### src/rtl/csa_accum_sequencer.sv
// rtl/csa_accum_sequencer.sv - carry-save multi-operand accumulator sequencer (optional abort: CSA_ACCUM_ABORT_EN)
module csa_accum_sequencer #(
    parameter  int WIDTH = 8,
    parameter  int CNT_W = 4,
    localparam int OUT_W = WIDTH + CNT_W
) (
    input  logic             clk,
    input  logic             rst_n,
    input  logic             start,
    input  logic [CNT_W-1:0] op_count,
    input  logic             in_valid,
    input  logic [WIDTH-1:0] in_data,
    output logic             in_ready,
    output logic             out_valid,
    output logic [OUT_W-1:0] out_data,
    input  logic             out_ready,
`ifdef CSA_ACCUM_ABORT_EN
    input  logic             abort,
`endif
    output logic             busy
);

    localparam logic [1:0] IDLE    = 2'd0;
    localparam logic [1:0] ACCUM   = 2'd1;
    localparam logic [1:0] RESOLVE = 2'd2;
    localparam logic [1:0] DONE    = 2'd3;

    logic [1:0]       state;
    logic [OUT_W-1:0] sum_r;
    logic [OUT_W-1:0] carry_r;
    logic [CNT_W-1:0] remaining;
    logic [OUT_W-1:0] x;
    logic [OUT_W-1:0] maj;
    logic             abort_req;

`ifdef CSA_ACCUM_ABORT_EN
    assign abort_req = abort;
`else
    assign abort_req = 1'b0;
`endif

    assign in_ready = (state == ACCUM);
    assign busy     = (state != IDLE);
    assign x        = {{CNT_W{1'b0}}, in_data};
    // Carry leaves the MSB on shift; the total can never reach 2^OUT_W so nothing is lost.
    assign maj      = (sum_r & carry_r) | (sum_r & x) | (carry_r & x);

    always_ff @(posedge clk or negedge rst_n) begin
        if (!rst_n) begin
            state     <= IDLE;
            sum_r     <= '0;
            carry_r   <= '0;
            remaining <= '0;
            out_data  <= '0;
            out_valid <= 1'b0;
        end else begin
            case (state)
                IDLE: begin
                    if (start) begin
                        sum_r   <= '0;
                        carry_r <= '0;
                        if (op_count != '0) begin
                            remaining <= op_count;
                            state     <= ACCUM;
                        end else begin
                            state <= RESOLVE;
                        end
                    end
                end
                ACCUM: begin
                    if (abort_req) begin
                        sum_r     <= '0;
                        carry_r   <= '0;
                        remaining <= '0;
                        state     <= IDLE;
                    end else if (in_valid) begin
                        sum_r     <= sum_r ^ carry_r ^ x;
                        carry_r   <= maj << 1;
                        remaining <= remaining - CNT_W'(1);
                        if (remaining == CNT_W'(1)) begin
                            state <= RESOLVE;
                        end
                    end
                end
                RESOLVE: begin
                    if (abort_req) begin
                        sum_r     <= '0;
                        carry_r   <= '0;
                        remaining <= '0;
                        state     <= IDLE;
                    end else begin
                        out_data  <= sum_r + carry_r;
                        out_valid <= 1'b1;
                        state     <= DONE;
                    end
                end
                default: begin
                    // A presented result is never withdrawn, even on abort.
                    if (out_ready) begin
                        out_valid <= 1'b0;
                        state     <= IDLE;
                    end
                end
            endcase
        end
    end

endmodule

### config.mk
export PLATFORM = sky130hd
export DESIGN_NAME = csa_accum_sequencer
export DESIGN_NICKNAME = d
export VERILOG_FILES = /design/src/rtl/csa_accum_sequencer.sv
export SDC_FILE = /design/constraint.sdc
export NUM_CORES = 1
export LEC_CHECK = 0
export ABC_AREA = 1
export CAP_MARGIN = 20
export CORE_AREA = 2 2 66 68
export CTS_BUF_LIST = sky130_fd_sc_hd__clkbuf_4 sky130_fd_sc_hd__clkbuf_8
export DETAILED_ROUTE_END_ITERATION = 16
export DIE_AREA = 0 0 68 70
export DONT_BUFFER_PORTS = 1
export PLACE_DENSITY = 0.8
export SKIP_LAST_GASP = 1
export SLEW_MARGIN = 20
export SYNTH_ARGS = -nofsm -noshare
export SYNTH_HDL_FRONTEND = slang
export SYNTH_SLANG_ARGS = --single-unit
### constraint.sdc
create_clock -name clk -period 3.3 [get_ports clk]
set_input_delay 0.66 -clock clk [delete_from_list [all_inputs] [get_ports clk]]
set_output_delay 0.66 -clock clk [all_outputs]
set_load 0.02 [all_outputs]
# After elaboration in Yosys (flattened, before gate mapping)
# Cells that the tools add are included.
[classes]
addsub = 2
eq_ne = 7
muxes = 17
bitwise = 8
reduce_logical = 11
[ops]
columns = ["cell", "n"]
rows = [
  ["12-bit case mux with 2 select lines", 2],
  ["12-bit 2-to-1 mux", 3],
  ["11-bit by 8-bit AND with 11-bit output", 2],
  ["11-bit OR", 2],
  ["12-bit adder", 1],
  ["4-bit 2-to-1 mux", 3],
  ["12-bit bitwise XOR", 1],
  ["12-bit by 8-bit bitwise XOR with 12-bit output", 1],
  ["11-bit AND", 1],
  ["2-bit 2-to-1 mux", 5],
  ["4-bit case mux with 2 select lines", 1],
  ["4-bit AND reduction", 2],
  ["4-bit nonzero test", 2],
  ["2-bit inequality test (second input constant)", 3],
  ["2-bit case mux with 3 select lines", 1],
  ["2-bit nonzero test", 3],
  ["4-bit by 1-bit equality test with 1-bit output (second input constant)", 1],
  ["4-bit by 1-bit subtractor with 4-bit output (second input constant)", 1],
  ["3-bit AND reduction", 1],
  ["2-bit by 1-bit equality test with 1-bit output (second input constant)", 1],
  ["2-bit equality test (second input constant)", 1],
  ["2-bit logical NOT", 1],
  ["2-bit by 1-bit inequality test with 1-bit output (second input constant)", 1],
  ["1-bit case mux with 2 select lines", 1],
  ["4 further kinds", 4],
]
[totals]
ff_bits = 43
inputBits = 17
out_inout_bits = 15
word_cells = 51

# Logic depth before layout (Yosys ltp)
# Gate-level depths: netlist of the first run.
[logic_depth]
word_depth = 5
ltp_mapped = 11
depth_no_buf = 10

# Least setup slack after synthesis of the first run
# Ideal clock, no wire load.
[synth_path]
path_type = "flip-flop to flip-flop"
from = "register state[1]"
to = "register carry_r[1]"
t_arrival_ps = 1547
required_time_ps = 3183
setup_slack_ps = 1636
stages_incl_launch_ff = 11
path_cell_list = "dfrtp_1 > inv_1 > ha_1 > buf_6 > inv_4 > o21ai_2 > inv_2 > buf_6 > buf_2 > nand3_1 > nand2_1"
[synth_between]
elab_chain_cells = 3
word_cells_on_any_way = 7
[synth_rtl]
columns = ["element", "line", "rtl"]
rows = [
  ["start, declared", "28", "logic [1:0] state;"],
  ["start signal, assigned", "50", "state <= IDLE;"],
  ["start signal, assigned", "64", "state <= ACCUM;"],
  ["start signal, assigned", "66", "state <= RESOLVE;"],
  ["2-bit by 1-bit equality test with 1-bit output *", "n/a", ""],
  ["named net in_ready", "13", "output logic in_ready,"],
  ["2-bit inequality test (no source line) or 2-bit nonzero test (tied branches)", "n/a", ""],
  ["3-bit AND reduction (no source line)", "n/a", ""],
  ["end signal, assigned", "78", "carry_r <= maj << 1;"],
  ["end, declared", "30", "logic [OUT_W-1:0] carry_r;"],
]
# Mark *: on every way through the listed nets, which the timed path passes. The rest lies on a longest branch.
# A chain may end at the register's enable or synchronous reset.

# Worst setup path in the final report of the first run
[layout_path]
from = "register state[1]"
to = "output port in_ready"
[layout_between]
elab_chain_cells = 1
[layout_rtl]
columns = ["element", "line", "rtl"]
rows = [
  ["2-bit by 1-bit equality test with 1-bit output", "42", "assign in_ready = (state == ACCUM);"],
  ["end, declared", "13", ""],
]
# Every way passes these cells.

==> impl_results.html, run 1 <==
<table>
<tr><th>Metric</th><th>Value</th></tr>
<tr><th colspan="2">Synth</th></tr>
<tr><td>Primary flip-flop cell chosen by synthesis mapping</td><td>sky130_fd_sc_hd__dfrtp_1</td></tr>
<tr><td>Number of distinct library cell variants in the gate-level netlist after synthesis</td><td>25</td></tr>
<tr><td>Number of synthesized register bits</td><td>42</td></tr>
<tr><td>Average size of a mapped cell</td><td>7.97 um^2</td></tr>
<tr><td>Leading post-synthesis cells by cell area</td><td>sky130_fd_sc_hd__dfrtp_1, sky130_fd_sc_hd__nand2_1, sky130_fd_sc_hd__ha_1, sky130_fd_sc_hd__nand3_1, sky130_fd_sc_hd__fa_1</td></tr>
<tr><td>Commonest cells post-synth</td><td>sky130_fd_sc_hd__nand2_1, sky130_fd_sc_hd__dfrtp_1, sky130_fd_sc_hd__nand3_1, sky130_fd_sc_hd__inv_1, sky130_fd_sc_hd__o21ai_0</td></tr>
<tr><td>EDFF count, synth</td><td>0</td></tr>
<tr><td>Net count of the mapped netlist</td><td>361</td></tr>
<tr><td>Cell type with the highest aggregate area in the netlist</td><td>sky130_fd_sc_hd__dfrtp_1</td></tr>
<tr><td>Share of flip-flops with an asynchronous set or reset after synthesis</td><td>1.00</td></tr>
<tr><td>Most used standard cell by instance count after synthesis</td><td>sky130_fd_sc_hd__nand2_1</td></tr>
<tr><td>Share of Yosys cell area claimed by the top area cell type</td><td>0.413</td></tr>
<tr><td>Post-Syn Instances</td><td>319</td></tr>
<tr><td>Share of the yosys chip area belonging to registers</td><td>0.413</td></tr>
<tr><td>Synthesized area</td><td>2540 um^2</td></tr>
<tr><td>Yosys synthesis warning count</td><td>0</td></tr>
<tr><th colspan="2">Power</th></tr>
<tr><td>Final Total Pwr</td><td>2.13 mW</td></tr>
<tr><td>Peak supply drop</td><td>0.418 mV</td></tr>
<tr><td>Standby leakage power</td><td>1.47 nW</td></tr>
<tr><td>Total power divided by cell area</td><td>802 nW/um^2</td></tr>
<tr><th colspan="2">Clock tree</th></tr>
<tr><td>Number of hold-repair buffers added at the cts stage</td><td>0</td></tr>
<tr><td>Cell chosen for the clock root</td><td>sky130_fd_sc_hd__clkbuf_8</td></tr>
<tr><td>Count of H-tree levels built during CTS</td><td>2</td></tr>
<tr><td>Clock sinks</td><td>42</td></tr>
<tr><td>Source-to-sink clock delay at the later pin of the worst-skew pair</td><td>0.28 ns</td></tr>
<tr><td>TritonCTS clock tree</td><td>built</td></tr>
<tr><td>Register clock-pin slew on the reported worst setup and hold paths</td><td>0.08 ns</td></tr>
<tr><td>Maximum buffer depth of the clock tree</td><td>2</td></tr>
<tr><td>Number of buffers created by CTS</td><td>5</td></tr>
<tr><td>Number of buffers inserted by post-CTS setup repair</td><td>0</td></tr>
<tr><td>Post-cts sizing count</td><td>0</td></tr>
<tr><th colspan="2">Timing</th></tr>
<tr><td>Setup Viol. Count Final</td><td>0</td></tr>
<tr><td>Setup tns final</td><td>0 ns</td></tr>
<tr><td>Setup repair after global routing missed its margin</td><td>false</td></tr>
<tr><td>Final Hold Violating Endpoints</td><td>0</td></tr>
<tr><td>Final critical delay including setup and external delays</td><td>2.04 ns</td></tr>
<tr><td>Final count of pins violating max slew</td><td>0</td></tr>
<tr><td>Worst clock skew</td><td>0.00412 ns</td></tr>
<tr><td>Final worst-path cycle share</td><td>0.619</td></tr>
<tr><td>Hold_ws</td><td>0.0596 ns</td></tr>
<tr><td>Slew Limit Headroom</td><td>0.697</td></tr>
<tr><td>Slew at the pin closest to its max-slew limit</td><td>0.453 ns</td></tr>
<tr><td>Final Worst Setup Slack</td><td>1.26 ns</td></tr>
<tr><td>Highest clock rate</td><td>490 MHz</td></tr>
<tr><th colspan="2">Die</th></tr>
<tr><td>Row count</td><td>24</td></tr>
<tr><td>Die X</td><td>68 um</td></tr>
<tr><td>Number of primary I/O pins</td><td>32</td></tr>
<tr><td>Effective utilization at floorplan</td><td>0.614</td></tr>
<tr><td>Floorplan Core Area</td><td>4140 um^2</td></tr>
<tr><td>Die Y-Extent</td><td>70 um</td></tr>
<tr><td>Die Outline Area</td><td>4760 um^2</td></tr>
<tr><th colspan="2">Setup path</th></tr>
<tr><td>Endpoint arrival time on the critical path</td><td>1.38 ns</td></tr>
<tr><td>Worst setup slack for register-to-register paths</td><td>1.27 ns</td></tr>
<tr><td>Kind of critical path</td><td>reg -&gt; out</td></tr>
<tr><td>R2R cell count</td><td>9</td></tr>
<tr><td>CP startpoint</td><td>state[1]</td></tr>
<tr><td>Origin of the critical flop-to-flop path</td><td>state[0]</td></tr>
<tr><td>Nature of the critical path startpoint</td><td>flip-flop</td></tr>
<tr><td>Worst path cell trace</td><td>inv_1 -&gt; ha_1 -&gt; buf_4</td></tr>
<tr><td>Longest individual stage delay on the worst path</td><td>0.40 ns</td></tr>
<tr><td>Maximum fanout count along the critical path</td><td>25</td></tr>
<tr><td>Crit path max-delay cell type</td><td>sky130_fd_sc_hd__dfrtp_1</td></tr>
<tr><td>WP data required</td><td>2.64 ns</td></tr>
<tr><td>Reg2reg end</td><td>remaining[2]</td></tr>
<tr><td>Kind of end point of the critical path</td><td>output pin</td></tr>
<tr><th colspan="2">Finish</th></tr>
<tr><td>Fill cell total of the finished layout</td><td>359</td></tr>
<tr><td>Diodes inserted</td><td>0</td></tr>
<tr><td>Layout Nets</td><td>360</td></tr>
<tr><td>Ratio of cells with drive above 1 in the final layout</td><td>0.0564</td></tr>
<tr><td>Area growth from synthesis to layout</td><td>4.23%</td></tr>
<tr><td>Design area</td><td>2650 um^2</td></tr>
<tr><td>Util after Layout</td><td>0.640</td></tr>
<tr><td>Finished Layout Cells</td><td>371</td></tr>
<tr><th colspan="2">Outcome</th></tr>
<tr><td>Status</td><td>finished clean</td></tr>
<tr><th colspan="2">Placement</th></tr>
<tr><td>Placed Area</td><td>2560 um^2</td></tr>
<tr><td>Final RePlAce weighted congestion</td><td>0.881</td></tr>
<tr><td>Worst setup slack after placement</td><td>1.26 ns</td></tr>
<tr><td>HPWL reported at the end of detailed placement</td><td>3530 um</td></tr>
<tr><td>Quantity of I/O buffers inserted on ports</td><td>0</td></tr>
<tr><td>Cells after DPL</td><td>363</td></tr>
<tr><th colspan="2">Route</th></tr>
<tr><td>DRC viols</td><td>0</td></tr>
<tr><td>First-iteration detailed-routing DRC count</td><td>171</td></tr>
<tr><td>Count of vias placed by the detailed router</td><td>1995</td></tr>
<tr><td>Via-per-instance ratio</td><td>5.38</td></tr>
<tr><td>DR pass1 iterations</td><td>4</td></tr>
<tr><td>Residual antenna-violating net count after detailed routing</td><td>0</td></tr>
<tr><td>DRT Wirelength</td><td>4650 um</td></tr>
<tr><td>Average wire per cell in the routed design</td><td>12.5 um</td></tr>
<tr><th colspan="2">Global routing</th></tr>
<tr><td>Largest net degree at the start of global routing</td><td>43</td></tr>
<tr><td>Initial antenna violation count</td><td>0</td></tr>
<tr><td>Aggregate global routing overflow</td><td>0</td></tr>
<tr><td>Global-route wire length before repair</td><td>8370 um</td></tr>
<tr><td>Total GRT Usage</td><td>0.228</td></tr>
<tr><td>Via count of the first global-routing pass</td><td>1896</td></tr>
<tr><th colspan="2">Worst hold path</th></tr>
<tr><td>Worst Hold Class</td><td>in -&gt; async</td></tr>
<tr><th colspan="2">Job</th></tr>
<tr><td>Max-cap violation count</td><td>0</td></tr>
</table>
-- layer usage --
metal  part of all wire  vias to the layer above  wire (um)  global-route usage
met5                  0                        -          0                   0
met4             0.0082                        0         38              0.0733
met3              0.045                        2        209              0.0499
met2               0.47                       40       2200               0.335
met1               0.47                      938       2200               0.334
li1                   -                     1015          -                   -
-- worst max-delay path: cells and delay by family, from the launching register on --
family	cells	cell delay, ns
buffers and inverters	2	0.46
DFF	1	0.40
adders and majority gates	1	0.24
-- cells in the final DEF (no fill, tap or decap) --
cell type,Yosys,final
sky130_fd_sc_hd__fa_1,8,8
sky130_fd_sc_hd__o21ai_0,18,18
sky130_fd_sc_hd__inv_1,29,29
sky130_fd_sc_hd__clkbuf_8,0,6
sky130_fd_sc_hd__xnor2_1,1,1
sky130_fd_sc_hd__ha_1,17,17
sky130_fd_sc_hd__inv_2,1,1
sky130_fd_sc_hd__dfrtp_1,42,42
sky130_fd_sc_hd__or2_2,1,1
sky130_fd_sc_hd__clkbuf_4,0,1
sky130_fd_sc_hd__a21oi_1,7,7
sky130_fd_sc_hd__o21ai_1,3,3
sky130_fd_sc_hd__xor2_1,3,3
sky130_fd_sc_hd__nor2_1,15,15
sky130_fd_sc_hd__nand3_1,36,36
sky130_fd_sc_hd__nand4_1,3,3
sky130_fd_sc_hd__o211ai_1,2,2
sky130_fd_sc_hd__a21oi_2,1,1
sky130_fd_sc_hd__nand2_2,2,2
sky130_fd_sc_hd__nand2_1,117,117
sky130_fd_sc_hd__clkinv_2,0,1
sky130_fd_sc_hd__buf_4,2,1
sky130_fd_sc_hd__o21ai_2,2,2
sky130_fd_sc_hd__inv_4,1,1
sky130_fd_sc_hd__nor2_4,1,1
-- power breakdown --
group	internal, mW	switching [mW]	total, mW
Sequential	0.670	0.182	0.852
Clock	0.177	0.166	0.343
Combinational	0.310	0.622	0.932
-- worst max-delay path by stage --
| stage | to | slack (ns) | cells after the start |
|---|---|---|---|
| after global placement | remaining[2] | 1.32 | 9 |
| final | in_ready | 1.26 | 3 |
| after floorplan | carry_r[1] | 1.64 | 10 |
| after CTS | remaining[2] | 1.23 | 9 |
| after detailed placement | remaining[2] | 1.26 | 9 |
| after global routing | remaining[2] | 1.00 | 9 |
-- kinds of logic after synthesis --
group,synth area share
XOR/XNOR,0.0138
AO/OA/AOI/OAI,0.0713
flip-flops,0.413
adder cells (fa/ha/maj),0.147
AND/OR/NAND/NOR,0.285
buffers and inverters,0.0703
-- area by class of cell --
| class | instances | area [um^2] | share of cell area |
|---|---|---|---|
| multi-input combinational | 237 | 1310 | 0.496 |
| clock inverter | 1 | 5.00 | 0.00189 |
| inverter | 31 | 119 | 0.0448 |
| timing repair buffer | 1 | 7.51 | 0.00283 |
| clock buffer | 7 | 90.1 | 0.0340 |
| tap | 52 | 65.1 | 0.0245 |
| sequential | 42 | 1050 | 0.396 |
-- registers in the layout, summed over array words and instances (netlist names) --
name / count
out_data: 12
sum_r: 12
carry_r: 11
remaining: 4
state: 2
out_valid: 1
Power figures use the tool's default switching activity.
==> run 2, diff against run 1 <==
Clock period 3.3 ns to 2.1 ns, I/O delays scaled along.
==> impl_results.html, run 2 (same netlist as run 1, synthesis figures left out) <==
<table>
<tr><th>Metric</th><th>Value</th></tr>
<tr><th colspan="2">Global routing</th></tr>
<tr><td>Via count of the first global-routing pass</td><td>2000 (+5.5%)</td></tr>
<tr><td>Total GRT Usage</td><td>0.241 (+0.0128)</td></tr>
<tr><td>Initial antenna violation count</td><td>0 (unchanged)</td></tr>
<tr><td>Global-route wire length before repair</td><td>8660 um (+3.5%)</td></tr>
<tr><td>Aggregate global routing overflow</td><td>0 (unchanged)</td></tr>
<tr><td>Largest net degree at the start of global routing</td><td>43 (unchanged)</td></tr>
<tr><th colspan="2">Timing</th></tr>
<tr><td>Hold_ws</td><td>0.307 ns (+0.247 ns)</td></tr>
<tr><td>Final count of pins violating max slew</td><td>0 (unchanged)</td></tr>
<tr><td>Final critical delay including setup and external delays</td><td>1.84 ns</td></tr>
<tr><td>Worst clock skew</td><td>0.00446 ns (+0.000344 ns)</td></tr>
<tr><td>Setup Viol. Count Final</td><td>0 (unchanged)</td></tr>
<tr><td>Setup tns final</td><td>0 ns (unchanged)</td></tr>
<tr><td>Final worst-path cycle share</td><td>0.877</td></tr>
<tr><td>Highest clock rate</td><td>543 MHz</td></tr>
<tr><td>Slew Limit Headroom</td><td>0.699 (+0.00249)</td></tr>
<tr><td>Final Hold Violating Endpoints</td><td>0 (unchanged)</td></tr>
<tr><td>Slew at the pin closest to its max-slew limit</td><td>0.451 ns (-0.00263 ns)</td></tr>
<tr><td>Setup repair after global routing missed its margin</td><td>false</td></tr>
<tr><th colspan="2">Clock tree</th></tr>
<tr><td>Number of buffers created by CTS</td><td>5 (unchanged)</td></tr>
<tr><td>Post-cts sizing count</td><td>0 (unchanged)</td></tr>
<tr><td>Number of hold-repair buffers added at the cts stage</td><td>2 (+2)</td></tr>
<tr><td>Register clock-pin slew on the reported worst setup and hold paths</td><td>0.07 ns (about the same)</td></tr>
<tr><td>Number of buffers inserted by post-CTS setup repair</td><td>0 (unchanged)</td></tr>
<tr><td>Cell chosen for the clock root</td><td>sky130_fd_sc_hd__clkbuf_8</td></tr>
<tr><td>Maximum buffer depth of the clock tree</td><td>2 (unchanged)</td></tr>
<tr><td>Count of H-tree levels built during CTS</td><td>2 (unchanged)</td></tr>
<tr><td>Clock sinks</td><td>42 (unchanged)</td></tr>
<tr><td>Source-to-sink clock delay at the later pin of the worst-skew pair</td><td>0.29 ns (about the same)</td></tr>
<tr><td>TritonCTS clock tree</td><td>built</td></tr>
<tr><th colspan="2">Route</th></tr>
<tr><td>DRT Wirelength</td><td>5040 um (+8.5%)</td></tr>
<tr><td>First-iteration detailed-routing DRC count</td><td>105 (-39%)</td></tr>
<tr><td>Count of vias placed by the detailed router</td><td>2044 (+2.5%)</td></tr>
<tr><td>Residual antenna-violating net count after detailed routing</td><td>0 (unchanged)</td></tr>
<tr><td>Average wire per cell in the routed design</td><td>13.5 um (+7.6%)</td></tr>
<tr><td>DR pass1 iterations</td><td>4 (unchanged)</td></tr>
<tr><td>DRC viols</td><td>0 (unchanged)</td></tr>
<tr><td>Via-per-instance ratio</td><td>5.47 (+1.6%)</td></tr>
<tr><th colspan="2">Finish</th></tr>
<tr><td>Largest registers in the final layout</td><td>out_data: 12 flops, sum_r: 12 flops, carry_r: 11 flops</td></tr>
<tr><td>Layout Nets</td><td>364 (+1.1%)</td></tr>
<tr><td>Most common cell after layout, fill and taps aside</td><td>sky130_fd_sc_hd__nand2_1</td></tr>
<tr><td>Util after Layout</td><td>0.648 (+0.00815)</td></tr>
<tr><td>Ratio of cells with drive above 1 in the final layout</td><td>0.0621 (+0.00569)</td></tr>
<tr><td>Area growth from synthesis to layout</td><td>5.56%</td></tr>
<tr><td>Finished Layout Cells</td><td>374 (+0.81%)</td></tr>
<tr><td>Diodes inserted</td><td>0 (unchanged)</td></tr>
<tr><td>Leading cell types in the layout, fill and taps excluded</td><td>sky130_fd_sc_hd__nand2_1, sky130_fd_sc_hd__dfrtp_1, sky130_fd_sc_hd__nand3_1</td></tr>
<tr><th colspan="2">Setup path</th></tr>
<tr><td>Worst setup slack for register-to-register paths</td><td>0.30 ns (-0.97 ns)</td></tr>
<tr><td>Endpoint arrival time on the critical path</td><td>1.42 ns (+0.04 ns)</td></tr>
<tr><td>Nature of the critical path startpoint</td><td>flip-flop</td></tr>
<tr><td>Reg2reg end</td><td>carry_r[10]</td></tr>
<tr><td>Kind of critical path</td><td>reg -&gt; out</td></tr>
<tr><td>Kind of end point of the critical path</td><td>output pin</td></tr>
<tr><td>WP data required</td><td>1.68 ns (-0.96 ns)</td></tr>
<tr><td>R2R cell count</td><td>8 (-1)</td></tr>
<tr><td>Origin of the critical flop-to-flop path</td><td>state[0]</td></tr>
<tr><td>Maximum fanout count along the critical path</td><td>25 (unchanged)</td></tr>
<tr><td>CP startpoint</td><td>state[1]</td></tr>
<tr><th colspan="2">Die</th></tr>
<tr><td>Effective utilization at floorplan</td><td>0.614 (unchanged)</td></tr>
<tr><td>Number of primary I/O pins</td><td>32 (unchanged)</td></tr>
<tr><td>Die Outline Area</td><td>4760 um^2 (unchanged)</td></tr>
<tr><td>Floorplan Core Area</td><td>4140 um^2 (unchanged)</td></tr>
<tr><td>Row count</td><td>24 (unchanged)</td></tr>
<tr><td>Die X</td><td>68 um (unchanged)</td></tr>
<tr><td>Die Y-Extent</td><td>70 um (unchanged)</td></tr>
<tr><th colspan="2">Power</th></tr>
<tr><td>Total power divided by cell area</td><td>1270 nW/um^2 (+58%)</td></tr>
<tr><td>Peak supply drop</td><td>0.665 mV (+59%)</td></tr>
<tr><td>Standby leakage power</td><td>1.49 nW (+1.1%)</td></tr>
<tr><td>Final Total Pwr</td><td>3.41 mW (+61%)</td></tr>
<tr><th colspan="2">Placement</th></tr>
<tr><td>Quantity of I/O buffers inserted on ports</td><td>0 (unchanged)</td></tr>
<tr><td>Cells after DPL</td><td>365 (+0.55%)</td></tr>
<tr><td>Final RePlAce weighted congestion</td><td>0.917 (+4.1%)</td></tr>
<tr><td>HPWL reported at the end of detailed placement</td><td>3810 um (+8.1%)</td></tr>
<tr><th colspan="2">Job</th></tr>
<tr><td>Max-cap violation count</td><td>0 (unchanged)</td></tr>
<tr><th colspan="2">Worst hold path</th></tr>
<tr><td>Startpoint of the tightest hold check path</td><td>op_count[1]</td></tr>
<tr><td>Hold Path End</td><td>remaining[1]</td></tr>
<tr><td>Number of cells on the worst hold path</td><td>2</td></tr>
<tr><td>Worst Hold Class</td><td>in -&gt; reg</td></tr>
<tr><th colspan="2">Outcome</th></tr>
<tr><td>Status</td><td>finished clean</td></tr>
</table>
==> run 2: metal layers <==
layer	GRT usage	wire length, um	up-vias
met1	0.324	2350	960
met4	0.100	99	0
met3	0.0660	269	8
li1	-	-	1022
met2	0.364	2330	54
met5	0	0	-
==> run 2: area by class of cell <==
type                       count  area [um^2]
clock buffer                   7         83.8
inverter                      31          119
multi-input combinational    237         1310
fill                         354         1460
sequential                    42         1050
tap                           52         65.1
timing repair buffer           5         52.6
==> run 2: report_power, final <==
group,internal (mW),switching [mW],leakage [nW]
combinational,0.521,1.03,0.886
sequential,1.05,0.296,0.560
clock,0.255,0.259,0.0452
total,1.83,1.59,1.49
==> run 2: worst max-delay path, stage by stage, from the launching register on <==
cell,delay [ns]
sky130_fd_sc_hd__dfrtp_1,0.40
sky130_fd_sc_hd__inv_1,0.13
sky130_fd_sc_hd__ha_1,0.25
sky130_fd_sc_hd__buf_4,0.34
==> run 2: worst max-delay path by stage <==
stage	depth (start not counted)	to	slack, ns
after floorplan	10	carry_r[1]	0.44
after global placement	8	out_data[9]	0.34
after detailed placement	8	out_data[9]	0.30
after CTS	3	in_ready	0.26
after global routing	8	carry_r[9]	0.14
final	3	in_ready	0.26
==> run 2: metrics by stage <==
step / instance area [um^2] / setup slack (ns)
2_1_floorplan: 2540 / 0.436
6_report: 2690 / 0.259
3_3_place_gp: 2570 / 0.343
4_1_cts: 2690 / 0.260
5_1_grt: 2690 / 0.137
3_5_place_dp: 2570 / 0.303
==> run 3, diff against run 2 <==
Settings changed: ABC_AREA 1 to unset, CORE_AREA 2 2 66 68 to 2 2 64 66, DIE_AREA 0 0 68 70 to 0 0 66 68, PLACE_DENSITY 0.8 to 0.79.
==> impl_results.html, run 3 <==
<table>
<tr><th>Metric</th><th>Value</th></tr>
<tr><th colspan="2">Outcome</th></tr>
<tr><td>Status</td><td>finished clean</td></tr>
<tr><th colspan="2">Global routing</th></tr>
<tr><td>Initial antenna violation count</td><td>0 (unchanged)</td></tr>
<tr><td>Total GRT Usage</td><td>0.244 (+0.00275)</td></tr>
<tr><td>Global-route wire length before repair</td><td>8060 um (-6.9%)</td></tr>
<tr><td>Largest net degree at the start of global routing</td><td>43 (unchanged)</td></tr>
<tr><td>Aggregate global routing overflow</td><td>0 (unchanged)</td></tr>
<tr><td>Via count of the first global-routing pass</td><td>1724 (-14%)</td></tr>
<tr><th colspan="2">Setup path</th></tr>
<tr><td>Endpoint arrival time on the critical path</td><td>2.18 ns (+0.76 ns)</td></tr>
<tr><td>Kind of end point of the critical path</td><td>flip-flop</td></tr>
<tr><td>WP data required</td><td>2.27 ns (+0.59 ns)</td></tr>
<tr><td>Worst setup slack for register-to-register paths</td><td>0.09 ns (-0.21 ns)</td></tr>
<tr><td>Kind of critical path</td><td>reg -&gt; reg</td></tr>
<tr><td>R2R cell count</td><td>6 (-2)</td></tr>
<tr><td>Origin of the critical flop-to-flop path</td><td>state[0]</td></tr>
<tr><td>Maximum fanout count along the critical path</td><td>23 (-8.0%)</td></tr>
<tr><td>Nature of the critical path startpoint</td><td>flip-flop</td></tr>
<tr><td>Reg2reg end</td><td>sum_r[1]</td></tr>
<tr><th colspan="2">Finish</th></tr>
<tr><td>Leading cell types in the layout, fill and taps excluded</td><td>sky130_fd_sc_hd__dfrtp_1, sky130_fd_sc_hd__a22o_1, sky130_fd_sc_hd__ha_1</td></tr>
<tr><td>Ratio of cells with drive above 1 in the final layout</td><td>0.149 (+0.0872)</td></tr>
<tr><td>Layout Nets</td><td>263 (-28%)</td></tr>
<tr><td>Largest registers in the final layout</td><td>out_data: 12 flops, sum_r: 12 flops, carry_r: 11 flops</td></tr>
<tr><td>Diodes inserted</td><td>0 (unchanged)</td></tr>
<tr><td>Area growth from synthesis to layout</td><td>10.2%</td></tr>
<tr><td>Finished Layout Cells</td><td>271 (-28%)</td></tr>
<tr><td>Most common cell after layout, fill and taps aside</td><td>sky130_fd_sc_hd__dfrtp_1</td></tr>
<tr><th colspan="2">Synth</th></tr>
<tr><td>Share of the yosys chip area belonging to registers</td><td>0.445 (+0.0320)</td></tr>
<tr><td>Yosys synthesis warning count</td><td>0 (unchanged)</td></tr>
<tr><td>Number of synthesized register bits</td><td>42 (unchanged)</td></tr>
<tr><td>Primary flip-flop cell chosen by synthesis mapping</td><td>sky130_fd_sc_hd__dfrtp_1</td></tr>
<tr><td>Post-Syn Instances</td><td>210 (-34%)</td></tr>
<tr><td>Leading post-synthesis cells by cell area</td><td>sky130_fd_sc_hd__dfrtp_1, sky130_fd_sc_hd__ha_1, sky130_fd_sc_hd__a22o_1, sky130_fd_sc_hd__fa_1, sky130_fd_sc_hd__mux2_2</td></tr>
<tr><td>Synthesized area</td><td>2360 um^2 (-7.2%)</td></tr>
<tr><td>EDFF count, synth</td><td>0 (unchanged)</td></tr>
<tr><td>Number of distinct library cell variants in the gate-level netlist after synthesis</td><td>38 (+52%)</td></tr>
<tr><td>Cell type with the highest aggregate area in the netlist</td><td>sky130_fd_sc_hd__dfrtp_1</td></tr>
<tr><td>Commonest cells post-synth</td><td>sky130_fd_sc_hd__dfrtp_1, sky130_fd_sc_hd__a22o_1, sky130_fd_sc_hd__ha_1, sky130_fd_sc_hd__o21ai_0</td></tr>
<tr><td>Average size of a mapped cell</td><td>11.2 um^2 (+41%)</td></tr>
<tr><td>Share of flip-flops with an asynchronous set or reset after synthesis</td><td>1.00 (unchanged)</td></tr>
<tr><td>Share of Yosys cell area claimed by the top area cell type</td><td>0.445 (+0.0320)</td></tr>
<tr><td>Most used standard cell by instance count after synthesis</td><td>sky130_fd_sc_hd__dfrtp_1</td></tr>
<tr><td>Net count of the mapped netlist</td><td>252 (-30%)</td></tr>
<tr><th colspan="2">Timing</th></tr>
<tr><td>Slew Limit Headroom</td><td>0.610 (-0.0896)</td></tr>
<tr><td>Setup repair after global routing missed its margin</td><td>true</td></tr>
<tr><td>Final critical delay including setup and external delays</td><td>2.01 ns (+0.170 ns)</td></tr>
<tr><td>Slew at the pin closest to its max-slew limit</td><td>0.581 ns (+0.130 ns)</td></tr>
<tr><td>Setup tns final</td><td>0 ns (unchanged)</td></tr>
<tr><td>Final worst-path cycle share</td><td>0.958 (+0.0809)</td></tr>
<tr><td>Setup Viol. Count Final</td><td>0 (unchanged)</td></tr>
<tr><td>Final Hold Violating Endpoints</td><td>0 (unchanged)</td></tr>
<tr><td>Final count of pins violating max slew</td><td>0 (unchanged)</td></tr>
<tr><td>Highest clock rate</td><td>497 MHz (-8.4%)</td></tr>
<tr><td>Worst clock skew</td><td>0.00406 ns (-0.000402 ns)</td></tr>
<tr><th colspan="2">Placement</th></tr>
<tr><td>Quantity of I/O buffers inserted on ports</td><td>0 (unchanged)</td></tr>
<tr><td>HPWL reported at the end of detailed placement</td><td>3560 um (-6.7%)</td></tr>
<tr><td>Final RePlAce weighted congestion</td><td>0.907 (-1.1%)</td></tr>
<tr><td>Cells after DPL</td><td>261 (-28%)</td></tr>
<tr><th colspan="2">Clock tree</th></tr>
<tr><td>Clock sinks</td><td>42 (unchanged)</td></tr>
<tr><td>Maximum buffer depth of the clock tree</td><td>2 (unchanged)</td></tr>
<tr><td>Register clock-pin slew on the reported worst setup and hold paths</td><td>0.07 ns (about the same)</td></tr>
<tr><td>Source-to-sink clock delay at the later pin of the worst-skew pair</td><td>0.28 ns (about the same)</td></tr>
<tr><td>Number of buffers created by CTS</td><td>5 (unchanged)</td></tr>
<tr><td>Count of H-tree levels built during CTS</td><td>2 (unchanged)</td></tr>
<tr><td>Cell chosen for the clock root</td><td>sky130_fd_sc_hd__clkbuf_8</td></tr>
<tr><td>TritonCTS clock tree</td><td>built</td></tr>
<tr><th colspan="2">Route</th></tr>
<tr><td>Average wire per cell in the routed design</td><td>17.6 um (+31%)</td></tr>
<tr><td>DRC viols</td><td>0 (unchanged)</td></tr>
<tr><td>DR pass1 iterations</td><td>4 (unchanged)</td></tr>
<tr><td>First-iteration detailed-routing DRC count</td><td>50 (-52%)</td></tr>
<tr><td>Count of vias placed by the detailed router</td><td>1644 (-20%)</td></tr>
<tr><td>Residual antenna-violating net count after detailed routing</td><td>0 (unchanged)</td></tr>
<tr><td>Via-per-instance ratio</td><td>6.07 (+11%)</td></tr>
<tr><td>DRT Wirelength</td><td>4770 um (-5.4%)</td></tr>
<tr><th colspan="2">Power</th></tr>
<tr><td>Standby leakage power</td><td>1.25 nW (-16%)</td></tr>
<tr><td>Total power divided by cell area</td><td>1370 nW/um^2 (+7.4%)</td></tr>
<tr><td>Peak supply drop</td><td>0.778 mV (+17%)</td></tr>
<tr><th colspan="2">Die</th></tr>
<tr><td>Number of primary I/O pins</td><td>32 (unchanged)</td></tr>
<tr><td>Die Outline Area</td><td>4490 um^2 (-5.7%)</td></tr>
<tr><td>Floorplan Core Area</td><td>3860 um^2 (-6.9%)</td></tr>
<tr><td>Die X</td><td>66 um (-2.9%)</td></tr>
<tr><td>Die Y-Extent</td><td>68 um (-2.9%)</td></tr>
<tr><td>Row count</td><td>23 (-4.2%)</td></tr>
<tr><td>Effective utilization at floorplan</td><td>0.612 (-0.00156)</td></tr>
<tr><th colspan="2">Worst hold path</th></tr>
<tr><td>Startpoint of the tightest hold check path</td><td>op_count[2]</td></tr>
<tr><td>Number of cells on the worst hold path</td><td>2 (unchanged)</td></tr>
<tr><td>Hold Path End</td><td>remaining[2]</td></tr>
<tr><td>Worst Hold Class</td><td>in -&gt; reg</td></tr>
<tr><th colspan="2">Job</th></tr>
<tr><td>Max-cap violation count</td><td>0 (unchanged)</td></tr>
</table>
-- run 3: layout make-up --
type                       instances  area [um^2]
clock buffer                       7         83.8
multi-input combinational        152         1260
tap                               50         62.6
fill                             297         1250
inverter                           8         30.0
sequential                        42         1050
timing repair buffer              12          118
-- run 3: routing by layer --
metal / GRT usage / routed length, um / up-vias
li1: - / - / 789
met1: 0.291 / 2000 / 812
met2: 0.439 / 2520 / 41
met3: 0.0576 / 231 / 2
met4: 0.0765 / 17 / 0
met5: 0 / 0 / -
-- run 3: power by group --
part | internal, mW | switching (mW)
Sequential | 1.06 | 0.332
Combinational | 0.740 | 0.927
Clock | 0.255 | 0.245
Total | 2.05 | 1.50
-- run 3: metrics by stage --
stage	util	hold slack, ns	area [um^2]	setup WS [ns]	power (mW)
2_1_floorplan	-	0.124	2370	0.0564	2.56
6_report	0.675	0.321	2600	0.0890	3.55
3_5_place_dp	0.638	0.125	2460	-0.00658	2.98
4_1_cts	0.668	0.302	2570	0.0323	3.52
3_3_place_gp	0.638	0.126	2460	0.0437	2.84
5_1_grt	0.675	0.335	2600	-0.0234	3.84
-- run 3: worst max-delay path, cell delays in order, from the launching register on --
cell                      delay (ns)
sky130_fd_sc_hd__dfrtp_1        0.41
sky130_fd_sc_hd__inv_1          0.10
sky130_fd_sc_hd__ha_1           0.31
sky130_fd_sc_hd__nor2b_2        0.24
sky130_fd_sc_hd__or3_1          0.41
sky130_fd_sc_hd__buf_12         0.18
sky130_fd_sc_hd__a22o_1         0.24
-- run 3: worst max path at each step --
stage / start / to / slack [ns] / depth (start not counted)
3_3_place_gp: sum_r[1] / out_data[9] / 0.04 / 7
6_report: state[0] / sum_r[1] / 0.09 / 6
4_1_cts: sum_r[1] / out_data[7] / 0.03 / 7
3_5_place_dp: sum_r[1] / out_data[9] / -0.007 / 7
2_1_floorplan: sum_r[1] / out_data[9] / 0.06 / 7
5_1_grt: sum_r[3] / out_data[8] / -0.02 / 6
-- run 3: logic make-up after synthesis --
logic type | synth area share
AO/OA/AOI/OAI | 0.227
XOR/XNOR | 0.0223
adder cells (fa/ha/maj) | 0.158
buffers and inverters | 0.0329
flip-flops | 0.445
multiplexers | 0.0334
AND/OR/NAND/NOR | 0.0811
-- run 3: repair_timing --
action / CTS / global route
hold buffers: 2 / 0
gates resized for setup: 1 / 4
endpoints found under the setup margin: 1 / 8
pin swaps: 0 / 3
setup buffers: 0 / 1
endpoints found under the hold margin: 42 / 0
